==> src/rtl/conv1d_pkg.sv <==
// Shared definitions for the 1-D convolution job sequencer: FSM encoding,
// default array geometry and the kernel-length legality check.
package conv1d_pkg;

  typedef enum logic [2:0] {
    IDLE   = 3'd0,
    STREAM = 3'd1,
    FLUSH  = 3'd2,
    DRAIN  = 3'd3,
    DONE   = 3'd4
  } state_t;

  localparam int NUM_PE_DEF     = 16;
  localparam int DATA_WIDTH_DEF = 8;

  function automatic logic k_legal(input logic [4:0] k, input int num_pe);
    return (k != 5'd0) && (int'(k) <= num_pe);
  endfunction

endpackage

==> src/rtl/conv1d_valid_delay.sv <==
// Shift register mirroring the array's pipeline depth; the tap selects the
// stage matching the active kernel length (tap_sel = 1 is the first stage).
module conv1d_valid_delay #(
  parameter int NUM_PE = 16
) (
  input  logic       clk,
  input  logic       reset_n,
  input  logic       clear,
  input  logic       din,
  input  logic [4:0] tap_sel,
  output logic       tap
);

  logic [NUM_PE-1:0] vld_sr;

  always_ff @(posedge clk or negedge reset_n) begin
    if (!reset_n) begin
      vld_sr <= '0;
    end else if (clear) begin
      vld_sr <= '0;
    end else begin
      vld_sr <= {vld_sr[NUM_PE-2:0], din};
    end
  end

  always_comb begin
    tap = 1'b0;
    for (int i = 0; i < NUM_PE; i++) begin
      if (tap_sel == 5'(i + 1)) tap = vld_sr[i];
    end
  end

endmodule

==> src/rtl/conv1d_seq_ctrl.sv <==
// Job sequencer for the 1-D systolic convolution array: owns the coefficient
// file, streams N samples plus K-1 zero flush beats, and forwards N+K-1 results.
module conv1d_seq_ctrl
  import conv1d_pkg::*;
#(
  parameter int NUM_PE     = NUM_PE_DEF,
  parameter int DATA_WIDTH = DATA_WIDTH_DEF,
  parameter int CNT_WIDTH  = 16
) (
  input  logic                         clk,
  input  logic                         reset_n,
  input  logic                         k_wr_en,
  input  logic [3:0]                   k_wr_addr,
  input  logic [DATA_WIDTH-1:0]        k_wr_data,
  input  logic                         start,
  input  logic [4:0]                   cfg_kernel_len,
  input  logic [CNT_WIDTH-1:0]         cfg_sample_count,
  input  logic                         abort,
  input  logic                         s_valid,
  output logic                         s_ready,
  input  logic [DATA_WIDTH-1:0]        s_data,
  output logic [4:0]                   active_pe_count,
  output logic [NUM_PE*DATA_WIDTH-1:0] kernel_row_flat,
  output logic [DATA_WIDTH-1:0]        x_in,
  output logic                         x_valid,
  input  logic [DATA_WIDTH-1:0]        y_out,
  output logic                         m_valid,
  output logic [DATA_WIDTH-1:0]        m_data,
  output logic                         m_last,
  output logic                         busy,
  output logic                         done,
  output logic                         cfg_err
);

  localparam int OUT_W = CNT_WIDTH + 1;

  state_t                       state;
  logic [CNT_WIDTH-1:0]         n_reg;
  logic [CNT_WIDTH-1:0]         in_cnt;
  logic [CNT_WIDTH-1:0]         in_cnt_nxt;
  logic [4:0]                   flush_cnt;
  logic [4:0]                   flush_nxt;
  logic [OUT_W-1:0]             total;
  logic [OUT_W-1:0]             out_cnt;
  logic [OUT_W-1:0]             out_cnt_nxt;
  logic [DATA_WIDTH-1:0]        coef [NUM_PE];
  logic [NUM_PE*DATA_WIDTH-1:0] coef_flat;
  logic                         abort_hit;
  logic                         cfg_ok;
  logic                         launch;
  logic                         vld_tap;

  assign abort_hit   = abort && (state == STREAM || state == FLUSH || state == DRAIN);
  assign cfg_ok      = k_legal(cfg_kernel_len, NUM_PE) && (cfg_sample_count != '0);
  assign launch      = (state == IDLE) && start && cfg_ok;
  assign in_cnt_nxt  = in_cnt + CNT_WIDTH'(1);
  assign flush_nxt   = flush_cnt + 5'd1;
  assign out_cnt_nxt = out_cnt + OUT_W'(1);

  genvar gi;
  generate
    for (gi = 0; gi < NUM_PE; gi++) begin : g_flat
      assign coef_flat[gi*DATA_WIDTH +: DATA_WIDTH] = coef[gi];
    end
  endgenerate

  // Coefficient file: host writes land only while idle.
  always_ff @(posedge clk or negedge reset_n) begin
    if (!reset_n) begin
      for (int i = 0; i < NUM_PE; i++) coef[i] <= '0;
    end else if (k_wr_en && state == IDLE) begin
      coef[k_wr_addr] <= k_wr_data;
    end
  end

  // Sequencer FSM. kernel_row_flat snapshots the file at launch, so a write
  // in the launch cycle commits to the file but not to the running job.
  always_ff @(posedge clk or negedge reset_n) begin
    if (!reset_n) begin
      state           <= IDLE;
      n_reg           <= '0;
      in_cnt          <= '0;
      flush_cnt       <= '0;
      total           <= '0;
      active_pe_count <= '0;
      kernel_row_flat <= '0;
      x_in            <= '0;
      x_valid         <= 1'b0;
      s_ready         <= 1'b0;
      busy            <= 1'b0;
      done            <= 1'b0;
      cfg_err         <= 1'b0;
    end else begin
      done    <= 1'b0;
      cfg_err <= 1'b0;
      x_valid <= 1'b0;
      if (abort_hit) begin
        state   <= IDLE;
        s_ready <= 1'b0;
        busy    <= 1'b0;
      end else begin
        case (state)
          IDLE: begin
            if (start) begin
              if (cfg_ok) begin
                active_pe_count <= cfg_kernel_len;
                kernel_row_flat <= coef_flat;
                n_reg           <= cfg_sample_count;
                total           <= {1'b0, cfg_sample_count} + OUT_W'(cfg_kernel_len) - OUT_W'(1);
                in_cnt          <= '0;
                flush_cnt       <= '0;
                s_ready         <= 1'b1;
                busy            <= 1'b1;
                state           <= STREAM;
              end else begin
                cfg_err <= 1'b1;
              end
            end
          end
          STREAM: begin
            if (s_valid) begin
              x_in    <= s_data;
              x_valid <= 1'b1;
              in_cnt  <= in_cnt_nxt;
              if (in_cnt_nxt == n_reg) begin
                s_ready <= 1'b0;
                state   <= (active_pe_count == 5'd1) ? DRAIN : FLUSH;
              end
            end
          end
          FLUSH: begin
            x_in      <= '0;
            x_valid   <= 1'b1;
            flush_cnt <= flush_nxt;
            if (flush_nxt == active_pe_count - 5'd1) state <= DRAIN;
          end
          DRAIN: begin
            if (out_cnt == total) begin
              busy  <= 1'b0;
              done  <= 1'b1;
              state <= DONE;
            end
          end
          DONE: begin
            state <= IDLE;
          end
          default: begin
            state   <= IDLE;
            s_ready <= 1'b0;
            busy    <= 1'b0;
          end
        endcase
      end
    end
  end

  conv1d_valid_delay #(
    .NUM_PE (NUM_PE)
  ) u_valid_delay (
    .clk     (clk),
    .reset_n (reset_n),
    .clear   (abort_hit),
    .din     (x_valid),
    .tap_sel (active_pe_count),
    .tap     (vld_tap)
  );

  // Result stage: the local tap, not the array, decides which y_out is real.
  always_ff @(posedge clk or negedge reset_n) begin
    if (!reset_n) begin
      m_valid <= 1'b0;
      m_data  <= '0;
      m_last  <= 1'b0;
      out_cnt <= '0;
    end else if (launch) begin
      m_valid <= 1'b0;
      m_last  <= 1'b0;
      out_cnt <= '0;
    end else if (vld_tap && !abort_hit) begin
      m_valid <= 1'b1;
      m_data  <= y_out;
      m_last  <= (out_cnt_nxt == total);
      out_cnt <= out_cnt_nxt;
    end else begin
      m_valid <= 1'b0;
      m_last  <= 1'b0;
    end
  end

endmodule

==> config.mk <==
export PLATFORM = sky130hd
export DESIGN_NAME = conv1d_seq_ctrl
export DESIGN_NICKNAME = d
export VERILOG_FILES = /design/src/rtl/conv1d_pkg.sv /design/src/rtl/conv1d_valid_delay.sv /design/src/rtl/conv1d_seq_ctrl.sv
export SDC_FILE = /design/constraint.sdc
export NUM_CORES = 1
export LEC_CHECK = 0
export CORE_MARGIN = 2
export CORE_UTILIZATION = 31
export DETAILED_ROUTE_END_ITERATION = 16
export PLACE_DENSITY_LB_ADDON = 0.3
export SYNTH_ARGS = -nofsm -noshare
export SYNTH_HDL_FRONTEND = slang
export SYNTH_SLANG_ARGS = --single-unit
==> constraint.sdc <==
create_clock -name clk -period 2.65 [get_ports clk]
set_clock_uncertainty 0.15 [all_clocks]
set_input_delay 0.3975 -clock clk [delete_from_list [all_inputs] [get_ports clk]]
set_output_delay 0.3975 -clock clk [all_outputs]
set_load 0.03 [all_outputs]
==> results of run 1 <==
## stage by stage
stage	setup slack, ns	total power, uW	util [%]	setup TNS [ns]
finish	0.0257	26300	41.9	0
global route	-0.103	27900	41.9	-1.36
global placement	-0.888	19800	38.6	-74.82
CTS	-0.0280	26600	41.7	-0.167
floorplan	-0.232	15400	-	-1.08
detailed placement	-0.882	19900	38.6	-74.81
## path summary, 6_finish.rpt
path / depth (start not counted) / endpoint / from / slack, ns
max in group asynchronous: 3 / out_cnt[7] / reset_n / 1.27
worst min-delay path: 3 / n_reg[1] / cfg_sample_count[1] / 0.04
worst max register to register: 9 / m_data[1] / active_pe_count[0] / 0.03
min in group asynchronous: 2 / kernel_row_flat[68] / reset_n / 0.24
worst max-delay path: 9 / m_data[1] / active_pe_count[0] / 0.03
worst min register to register: 2 / kernel_row_flat[75] / coef[51] / 0.31
## layout make-up
type | count | area, sq um
clock buffer | 63 | 1330
clock inverter | 16 | 206
multi-input combinational | 1130 | 7080
fill | 5106 | 31100
sequential | 374 | 9360
tap | 696 | 871
timing repair buffer | 348 | 3410
inverter | 45 | 169
## worst min-delay path, cell delays in order
cell and delay (ns):
clkbuf_2 0.11, inv_2 0.06, o21ai_0 0.11
## cells in the final DEF (no fill, tap or decap), types with 29 or more instances in the layout
cell type / Yosys / final
buf_4: 7 / 114
clkbuf_16: 0 / 46
clkdlybuf4s50_1: 0 / 200
dfrtp_1: 374 / 371
inv_1: 45 / 36
mux2_2: 137 / 129
nand2_1: 495 / 495
nor2_1: 63 / 61
nor2b_1: 33 / 29
o21ai_0: 87 / 84
xnor2_1: 53 / 53
xor2_1: 33 / 33
## power groups by stage
stage	Clock, uW	Combinational (uW)	Sequential, uW
2_1_floorplan	0	3890	11500
3_3_place_gp	0	10100	9660
3_5_place_dp	0	10200	9710
4_1_cts	6570	10400	9660
5_1_grt	6810	11100	9940
6_report	6340	10300	9640
## cell families (layout without fill, tap and decap cells)
kind of cell	Yosys count	count (layout)	share of synthesized area, %
XOR/XNOR	86	86	4.51
adder cells (fa/ha/maj)	34	34	2.59
AND/OR/NAND/NOR	703	703	18.1
buffers and inverters	122	472	3.12
multiplexers	142	142	9.62
AO/OA/AOI/OAI	165	165	5.98
flip-flops	374	374	56.1
## repair_timing
item,4_1_cts,5_1_grt
endpoints found under the hold margin,48,0
cloned,0,0
buffers inserted,4,1
pin swaps,14,13
setup endpoints to repair,26,36
gates resized for setup,31,32
hold buffers,1,0
## layer usage
metal	up-vias	routed length (um)	GRT usage, %
li1	6027	-	-
met1	6266	21400	22.7
met2	260	20800	26.5
met3	46	2480	3.38
met4	0	729	4.23
met5	-	0	0
==> metrics.cfg, run 1 <==
[placement]
place_inst=2587
hpwl_mm=31.0
place.gp.congestion=0.858
port-buffer-count=210
place_area_sq_mm=0.0207

[global_route]
grt_max_degree=78
antenna_found_initial=0
first_global_vias=13000
grt_remaining_overflow=0
grtUsageTotal_pct=16.5
grt_pass1_wl_mm=72.8

[sta]
relSlewSlack_pct=62.1
fin_crit_sh_pct=99.0
finalSetupViolCount=0
rsz0062_at_grt=yes
whs_ns=0.0382
timing.final.hold_violations=0
drv_slew=0
worst_pin_slew_ns=0.567
fmax_mhz=381
min_period_ns=2.62

[yosys]
synth-seq-cells=374
synth-main-ff-cell=dfrtp_1
yosysSeqAreaShare_pct=56.1
synth_top_area_share_pct=56.1
synth_top_cell_by_area=dfrtp_1
synth_nets=1715
synthTopCellsByArea=dfrtp_1 56%, nand2_1 11%, mux2_2 9.2%
synth-edff-count=0
syn_area_sq_mm=0.0167
yosysWarnings=0
synth_commonest_cells=495 x nand2_1, 374 x dfrtp_1, 137 x mux2_2
syn_inst=1626
async_flop_share_pct=100
yosysMostFrequentCell=nand2_1
yosysUniqueCellTypes=68
avgSynthCellArea_sq_um=10.3

[route]
vias_per_cell=4.72
drtAntennaViolNets=0
wl_mm=45.4
post_drt_wl_per_cell_um=17.0
routed-via-count=12600
first_iter_violations=654
remaining_drc_errors=0
dr.pass1.iters=5

[setup_path]
path_class=reg -> reg
cp_num_buf_inv=2
worst_ep_required_time_ns=2.95
critical-path-top-delay-family=compound AO/OA/AOI/OAI gates
max_stage_delay_ns=0.44
cp.arrival_ns=2.93
crit_fanout=10
path_cells=buf_4 -> ha_2 -> a2111oi_2 -> o31ai_1 -> and3_1 -> a211o_4 -> nor2_4 -> buf_12 -> mux2_4
cp_slowest_cell=dfrtp_2
end_kind=flip-flop
critPathLaunchType=flip-flop

[finish]
final_area_sq_mm=0.0224
num_antenna_cells=0
drive_gt1_share_pct=21.1
areaGrowthSynthToFinish_pct=34.4
top_regs=coef (128), kernel_row_flat (128)
fin_nets=2033
layout.cells.non_filler=2672

[clock_network]
cts.root.buffer_cell=clkbuf_16
numClockSinks=374
clk_latency_ns=0.57
cts_tree=yes
path_clk_slew_ns=0.05
cts_made_buffers=45
cts_buffer_depth=3
htreeDepth=2

[pwr]
pwr-share-clk_pct=24.1
p_switching_uw=9660
switching_share_pct=36.8
p_leak_uw=0.0107
sequentialPowerShare_pct=36.7
powerDensity_mw_per_mm2=1170
internal_power_uw=16600
vdd.ir_drop.worst_mv=0.724
combPwrFrac_pct=39.2

[hold_path]
hold_path.class=in -> reg

[die]
rows=85
core_region_area_sq_mm=0.0535
dieArea_sq_mm=0.0557
start_util_pct=31.2
die_x_um=236
die_y_um=236
num_io_pins=211

[job]
drv_cap=0

[outcome]
status=completed

Note: power is estimated with default switching activity, not from simulation.
==> run 2: changes to the inputs <==
Settings changed: SLEW_MARGIN set to 20.
==> results of run 2 <==
The final DEF is identical to that of run 1; final timing and power are the same.
